[src/rtl/dm_jtag_pkg.sv]
// rtl/dm_jtag_pkg.sv - shared DTM/DMI types for the JTAG debug transport
package dm_jtag_pkg;

  localparam int unsigned DMI_ADDR_W = 7;
  localparam int unsigned DMI_DATA_W = 32;

  typedef enum logic [1:0] {
    DTM_NOP   = 2'd0,
    DTM_READ  = 2'd1,
    DTM_WRITE = 2'd2
  } dtm_op_e;

  typedef enum logic [1:0] {
    DMINoError  = 2'd0,
    DMIOPFailed = 2'd2,
    DMIBusy     = 2'd3
  } dmi_error_e;

  typedef struct packed {
    logic [DMI_ADDR_W-1:0] addr;
    logic [1:0]            op;
    logic [DMI_DATA_W-1:0] data;
  } dmi_req_t;

  typedef struct packed {
    logic [DMI_DATA_W-1:0] data;
    logic                  err;
  } dmi_resp_t;

  typedef enum logic [2:0] {
    ST_IDLE,
    ST_READ,
    ST_WAIT_READ,
    ST_WRITE,
    ST_WAIT_WRITE
  } dmi_state_e;

endpackage

[src/rtl/dmi_jtag_access_ctrl_if.sv]
// rtl/dmi_jtag_access_ctrl_if.sv - DMI request/response handshake toward the debug module
interface dmi_jtag_access_ctrl_if #(
  parameter int unsigned AddrWidth = 7,
  parameter int unsigned DataWidth = 32
);

  logic                 req_valid;
  logic                 req_ready;
  logic [1:0]           req_op;
  logic [AddrWidth-1:0] req_addr;
  logic [DataWidth-1:0] req_data;
  logic                 resp_valid;
  logic                 resp_ready;
  logic [DataWidth-1:0] resp_data;
  logic                 resp_err;

  modport master (
    output req_valid, req_op, req_addr, req_data, resp_ready,
    input  req_ready, resp_valid, resp_data, resp_err
  );

  modport slave (
    input  req_valid, req_op, req_addr, req_data, resp_ready,
    output req_ready, resp_valid, resp_data, resp_err
  );

endinterface

[src/rtl/dmi_jtag_access_ctrl.sv]
// rtl/dmi_jtag_access_ctrl.sv - DMI data register, access sequencer and sticky error for the DTM
module dmi_jtag_access_ctrl
  import dm_jtag_pkg::*;
#(
  parameter int unsigned AddrWidth = 7,
  parameter int unsigned DataWidth = 32
) (
  input  logic                  tck_i,
  input  logic                  trst_ni,
  input  logic                  test_logic_reset_i,
  input  logic                  dmi_access_i,
  input  logic                  capture_dr_i,
  input  logic                  shift_dr_i,
  input  logic                  update_dr_i,
  input  logic                  dmi_reset_i,
  input  logic                  dmi_tdi_i,
  output logic                  dmi_tdo_o,
  output logic [1:0]            dmi_error_o,
  dmi_jtag_access_ctrl_if.master dmi
);

  localparam int unsigned DrWidth = AddrWidth + DataWidth + 2;

  logic [DrWidth-1:0]   r_dr;
  logic [AddrWidth-1:0] r_addr;
  logic [DataWidth-1:0] r_data;
  logic [1:0]           r_error;
  dmi_state_e           r_state;
  logic                 r_req_valid;
  logic [1:0]           r_req_op;
  logic                 r_resp_ready;

  logic                 w_capture;
  logic                 w_shift;
  logic                 w_update;
  logic                 w_idle;
  logic                 w_in_wait;
  logic                 w_busy;
  logic                 w_fail;
  logic                 w_accept;
  logic [1:0]           w_err_next;
  logic [1:0]           w_dr_op;
  logic [DataWidth-1:0] w_dr_data;
  logic [AddrWidth-1:0] w_dr_addr;

  assign w_capture = dmi_access_i & capture_dr_i;
  assign w_shift   = dmi_access_i & shift_dr_i;
  assign w_update  = dmi_access_i & update_dr_i;
  assign w_idle    = (r_state == ST_IDLE);
  assign w_in_wait = (r_state == ST_WAIT_READ) || (r_state == ST_WAIT_WRITE);
  assign w_busy    = (w_capture | w_update) & ~w_idle;
  assign w_fail    = w_in_wait & dmi.resp_valid & dmi.resp_err;

  assign w_dr_op   = r_dr[1:0];
  assign w_dr_data = r_dr[DataWidth+1:2];
  assign w_dr_addr = r_dr[DrWidth-1:DataWidth+2];

  // A pending sticky error discards new requests; TLR blocks launching with freshly cleared fields.
  assign w_accept  = w_update & w_idle & (r_error == DMINoError) & ~test_logic_reset_i;

  // First error wins; dmireset overrides any same-cycle set.
  always_comb begin
    w_err_next = r_error;
    if (dmi_reset_i) begin
      w_err_next = DMINoError;
    end else if (r_error == DMINoError) begin
      if (w_busy) begin
        w_err_next = DMIBusy;
      end else if (w_fail) begin
        w_err_next = DMIOPFailed;
      end
    end
  end

  always_ff @(posedge tck_i or negedge trst_ni) begin
    if (!trst_ni) begin
      r_dr    <= '0;
      r_addr  <= '0;
      r_data  <= '0;
      r_error <= '0;
    end else if (test_logic_reset_i) begin
      r_dr    <= '0;
      r_addr  <= '0;
      r_data  <= '0;
      r_error <= '0;
    end else begin
      r_error <= w_err_next;
      if (w_capture) begin
        r_dr <= {r_addr, r_data, w_err_next};
      end else if (w_shift) begin
        r_dr <= {dmi_tdi_i, r_dr[DrWidth-1:1]};
      end
      if (w_accept && (w_dr_op == DTM_READ || w_dr_op == DTM_WRITE)) begin
        r_addr <= w_dr_addr;
      end
      if (w_accept && w_dr_op == DTM_WRITE) begin
        r_data <= w_dr_data;
      end else if (r_state == ST_WAIT_READ && dmi.resp_valid) begin
        r_data <= dmi.resp_data;
      end
    end
  end

  // Only trst resets the sequencer so an in-flight access always drains its response.
  always_ff @(posedge tck_i or negedge trst_ni) begin
    if (!trst_ni) begin
      r_state      <= ST_IDLE;
      r_req_valid  <= 1'b0;
      r_req_op     <= DTM_NOP;
      r_resp_ready <= 1'b0;
    end else begin
      case (r_state)
        ST_IDLE: begin
          if (w_accept && w_dr_op == DTM_READ) begin
            r_state     <= ST_READ;
            r_req_valid <= 1'b1;
            r_req_op    <= DTM_READ;
          end else if (w_accept && w_dr_op == DTM_WRITE) begin
            r_state     <= ST_WRITE;
            r_req_valid <= 1'b1;
            r_req_op    <= DTM_WRITE;
          end
        end
        ST_READ, ST_WRITE: begin
          if (dmi.req_ready) begin
            r_state      <= (r_state == ST_READ) ? ST_WAIT_READ : ST_WAIT_WRITE;
            r_req_valid  <= 1'b0;
            r_req_op     <= DTM_NOP;
            r_resp_ready <= 1'b1;
          end
        end
        ST_WAIT_READ, ST_WAIT_WRITE: begin
          if (dmi.resp_valid) begin
            r_state      <= ST_IDLE;
            r_resp_ready <= 1'b0;
          end
        end
        default: begin
          r_state      <= ST_IDLE;
          r_req_valid  <= 1'b0;
          r_req_op     <= DTM_NOP;
          r_resp_ready <= 1'b0;
        end
      endcase
    end
  end

  assign dmi_tdo_o      = r_dr[0];
  assign dmi_error_o    = r_error;
  assign dmi.req_valid  = r_req_valid;
  assign dmi.req_op     = r_req_op;
  assign dmi.req_addr   = r_addr;
  assign dmi.req_data   = r_data;
  assign dmi.resp_ready = r_resp_ready;

endmodule

[src/flat_wrapper.sv]
// flat-port wrapper written by rule: the top's interface ports become plain ports
module dmi_jtag_access_ctrl_flat import dm_jtag_pkg::*;
#(
  parameter int unsigned AddrWidth = 7,
  parameter int unsigned DataWidth = 32
)
  (tck_i, trst_ni, test_logic_reset_i, dmi_access_i, capture_dr_i, shift_dr_i, update_dr_i, dmi_reset_i, dmi_tdi_i, dmi_tdo_o, dmi_error_o, dmi_req_valid, dmi_req_op, dmi_req_addr, dmi_req_data, dmi_resp_ready, dmi_req_ready, dmi_resp_valid, dmi_resp_data, dmi_resp_err);
  dmi_jtag_access_ctrl_if #(.AddrWidth(AddrWidth), .DataWidth(DataWidth)) dmi_i ();
  input  logic tck_i;
  input  logic trst_ni;
  input  logic test_logic_reset_i;
  input  logic dmi_access_i;
  input  logic capture_dr_i;
  input  logic shift_dr_i;
  input  logic update_dr_i;
  input  logic dmi_reset_i;
  input  logic dmi_tdi_i;
  output logic dmi_tdo_o;
  output logic [1:0] dmi_error_o;
  output wire logic [$bits(dmi_i.req_valid)-1:0] dmi_req_valid;
  output wire logic [$bits(dmi_i.req_op)-1:0] dmi_req_op;
  output wire logic [$bits(dmi_i.req_addr)-1:0] dmi_req_addr;
  output wire logic [$bits(dmi_i.req_data)-1:0] dmi_req_data;
  output wire logic [$bits(dmi_i.resp_ready)-1:0] dmi_resp_ready;
  input wire logic [$bits(dmi_i.req_ready)-1:0] dmi_req_ready;
  input wire logic [$bits(dmi_i.resp_valid)-1:0] dmi_resp_valid;
  input wire logic [$bits(dmi_i.resp_data)-1:0] dmi_resp_data;
  input wire logic [$bits(dmi_i.resp_err)-1:0] dmi_resp_err;
  assign dmi_req_valid = dmi_i.req_valid;
  assign dmi_req_op = dmi_i.req_op;
  assign dmi_req_addr = dmi_i.req_addr;
  assign dmi_req_data = dmi_i.req_data;
  assign dmi_resp_ready = dmi_i.resp_ready;
  assign dmi_i.req_ready = dmi_req_ready;
  assign dmi_i.resp_valid = dmi_resp_valid;
  assign dmi_i.resp_data = dmi_resp_data;
  assign dmi_i.resp_err = dmi_resp_err;
  dmi_jtag_access_ctrl #(.AddrWidth(AddrWidth), .DataWidth(DataWidth)) u_core (.tck_i(tck_i), .trst_ni(trst_ni), .test_logic_reset_i(test_logic_reset_i), .dmi_access_i(dmi_access_i), .capture_dr_i(capture_dr_i), .shift_dr_i(shift_dr_i), .update_dr_i(update_dr_i), .dmi_reset_i(dmi_reset_i), .dmi_tdi_i(dmi_tdi_i), .dmi_tdo_o(dmi_tdo_o), .dmi_error_o(dmi_error_o), .dmi(dmi_i));
endmodule
[config.mk]
export PLATFORM = sky130hd
export DESIGN_NAME = dmi_jtag_access_ctrl_flat
export DESIGN_NICKNAME = d
export VERILOG_FILES = /design/src/rtl/dm_jtag_pkg.sv /design/src/rtl/dmi_jtag_access_ctrl_if.sv /design/src/rtl/dmi_jtag_access_ctrl.sv /design/src/flat_wrapper.sv
export SDC_FILE = /design/constraint.sdc
export NUM_CORES = 1
export LEC_CHECK = 0
export CORE_MARGIN = 4
export CORE_UTILIZATION = 58
export CTS_BUF_LIST = sky130_fd_sc_hd__clkbuf_4
export CTS_CLUSTER_SIZE = 8
export DETAILED_ROUTE_END_ITERATION = 12
export PLACE_DENSITY = 0.94
export SLEW_MARGIN = 25
export SYNTH_ARGS = -nofsm -noshare
export SYNTH_HDL_FRONTEND = slang
export SYNTH_SLANG_ARGS = --single-unit
[constraint.sdc]
create_clock -name tck_i -period 4.12 [get_ports tck_i]
set_input_delay 0.824 -clock tck_i [delete_from_list [all_inputs] [get_ports tck_i]]
set_output_delay 0.824 -clock tck_i [all_outputs]
set_load 0.1 [all_outputs]
==> flow_summary.ini <==
[logic_synthesis]
syn_area_um2 = 4590
synth-main-ff-cell = dfrtp_1
synth.most_common_cell = dfrtp_1
synth_edf_count = 0
syn_inst = 379
ys_ff_latch = 89
yosysUniqueCellTypes = 50
yosysTopAreaCellShare_pct = 48.6
synth_top_area_cell = dfrtp_1
ys_warn_count = 0
synth_nets = 425
synthTopCellsByCount = dfrtp_1 (89), mux2i_1 (71), o2bb2ai_1 (40)
avgSynthCellArea_um2 = 12.1
synthArstFlopShare_pct = 100
seq_area_frac_synth_pct = 48.6
synth_area_leaders = dfrtp_1 (49%), mux2i_1 (15%), o2bb2ai_1 (7.6%)

[place]
place_congestion = 0.885
hpwlAfterDp_um = 7110
io_buffers = 89
place_inst = 542
post-place-ws_ns = 0.995

[final_layout]
layout-drive-gt1-share_pct = 11.6
synthToLayoutAreaGrowth_pct = 24.1
antenna_cells = 0
layout.cells.non_filler = 558
fin_nets = 497
fillers = 516

[cts]
clockRootBuffer = clkbuf_4
holdBufCountCts = 0
post-cts-setup-buffers = 0
clk_pin_slew_ns = 0.15
htree_levels = 3
clkLatencyLatePin_ns = 0.43
clock_path_buffers = 2
cts_tree = built
cts_made_buffers = 9
numClockSinks = 89
cts-resized-gates = 0

[sta]
finalCritPeriodShare_pct = 71.4
holdWs_ns = 0.320
tightest_slew_ns = 0.991
worst_slack_ns = 1.18
timing.fmax_mhz = 340
rsz0062_at_grt = false
drv_slew = 0
finClkSkew_ns = 0.0179
slew_headroom_pct = 33.8
hold_viol_final = 0
setup_violations = 0
fin_tns_setup_ns = 0
finalCriticalPeriod_ns = 2.94

[worst_setup_path]
cp-end-kind = output port
r2r_start = u_core.dmi_error_o[1]
endpoint = dmi_error_o[1]
cp-startpoint = u_core.dmi_error_o[1]
r2r_cells = 3
r2r_slack_ns = 1.97
critPathKind = reg2out
crit_path_max_incr_delay_ns = 1.19
worst_setup_path_start_kind = flip-flop
crit_family = buffers and inverters
crit_slowest_cell = clkdlybuf4s50_1
crit_fanout = 5
r2r-end = u_core.dmi.req_data[15]
critPathArrivalTime_ns = 2.12
worstPathRequired_ns = 3.30
path_cells = clkdlybuf4s50_1
crit_buf_inv = 1
critical_path_depth = 1

[drt]
routed.top_layer = met4
drt-met1-wl_um = 4800
met3_length_um = 543
routed_via_density = 6.31
drc = 0
wl_per_cell_um = 19.7
drtIter0Drc = 246
drtAntennaViolNets = 0
drt_first_pass_iters = 4
routed-wl-met2_um = 5400
drt_wl_total_um = 11000
route.vias.total = 3522

[global_route]
grt_max_degree = 57
grtUsageTotal_pct = 24.1
grt_overflow = 0
grt_pass1_vias = 3768
antenna_found_initial = 0
grt_pass1_wl_um = 18700

[die]
pin_count = 90
core_area_um2 = 7730
die_w_um = 96.9
rows = 32
dieArea_um2 = 9400
die_y_um = 96.9
start_util_pct = 59.4

[power]
total_power_mw = 1.96
powerDensity_nw_per_um2 = 344
power_leakage_nw = 2.36
peakVddDrop_mv = 0.224

[min_path]
hold_path_class = in2async

[outcome]
status = finished clean

[flow_run]
cap_viol_max_count = 0
==> cells in the final DEF, fill, tap and decap left out, types with 2 or more instances in the layout <==
cell type / Yosys / routed
bufinv_16: 0 / 4
clkbuf_4: 0 / 10
a221oi_2: 13 / 13
mux2i_1: 71 / 71
a221oi_1: 19 / 19
o22ai_1: 2 / 2
o2bb2ai_1: 40 / 40
clkdlybuf4s50_1: 0 / 87
nor2_1: 33 / 33
dfrtp_1: 89 / 89
nand3_1: 2 / 2
nand2_1: 4 / 3
a21oi_1: 2 / 2
mux2_2: 7 / 7
nor2b_1: 13 / 13
o211ai_1: 4 / 4
o311ai_0: 2 / 2
inv_1: 5 / 5
o21ai_0: 6 / 6
buf_4: 6 / 7
o31a_1: 2 / 2
and3b_1: 2 / 2
ha_1: 2 / 2
==> worst reg2reg max path: cells and delay by family (launching register included) <==
kind               cells  cell delay [ns]
and+or+nand+nor        2             1.31
DFF                    1             0.49
AOI/OAI and AO/OA      1             0.19
==> per-stage QoR <==
stage	instance area [µm²]	util, %
6_report	5690	73.6
5_1_grt	5690	73.6
4_1_cts	5690	73.6
2_1_floorplan	4590	-
3_5_place_dp	5470	70.8
3_3_place_gp	5450	70.5
==> per-layer routing <==
metal / GRT usage [%] / vias to the layer above
met5: 0 / -
met4: 9.50 / 0
met3: 5.05 / 21
met2: 38.4 / 114
met1: 32.4 / 1777
li1: - / 1610
==> area by class of cell <==
cell class | instances | area, µm² | share of cell area, %
clock inverters | 6 | 139 | 2.44
repair buffers | 95 | 951 | 16.7
well taps | 102 | 128 | 2.24
inverters | 5 | 18.8 | 0.330
clock buffers | 10 | 75.1 | 1.32
multi-input cells | 251 | 2150 | 37.8
flip-flops and latches | 89 | 2230 | 39.1
==> state kept, by name (all words and copies together) (netlist names) <==
signal                 cells
u_core.dmi.req_data       32
u_core.r_state             3
u_core.dmi.req_addr        7
u_core.dmi.resp_ready      1
u_core.r_dr               41
u_core.dmi.req_valid       1
u_core.dmi.req_op          2
u_core.dmi_error_o         2
==> worst min-delay path by stage <==
stage	startpoint	cells after the start	end	slack, ns
floorplan	u_core.r_dr[2]	1	u_core.r_dr[2]	0.47
global placement	u_core.dmi.resp_ready	1	u_core.dmi.resp_ready	0.48
detailed placement	u_core.dmi.resp_ready	1	u_core.dmi.resp_ready	0.49
CTS	trst_ni	1	u_core.dmi.req_data[16]	0.32
global route	trst_ni	1	u_core.dmi.req_data[7]	0.32
finish	trst_ni	1	u_core.r_dr[8]	0.32
==> cell families (layout without fill, tap and decap cells) <==
| logic type | count (synthesis) | in the layout | synth area share (%) |
|---|---|---|---|
| AND/OR/NAND/NOR | 71 | 71 | 9.06 |
| flip-flops | 89 | 89 | 48.6 |
| buffers and inverters | 39 | 116 | 4.72 |
| XOR/XNOR | 1 | 1 | 0.191 |
| adder cells (fa/ha/maj) | 2 | 2 | 0.545 |
| AO/OA/AOI/OAI | 99 | 99 | 19.7 |
| multiplexers | 78 | 78 | 17.2 |
==> power by group <==
group          switching (mW)  leakage (nW)  internal (mW)  total (mW)
Combinational           0.238          1.01          0.121       0.359
Clock                   0.308         0.109          0.379       0.687
Sequential             0.0200          1.24          0.891       0.911
Power figures use the tool's default switching activity.
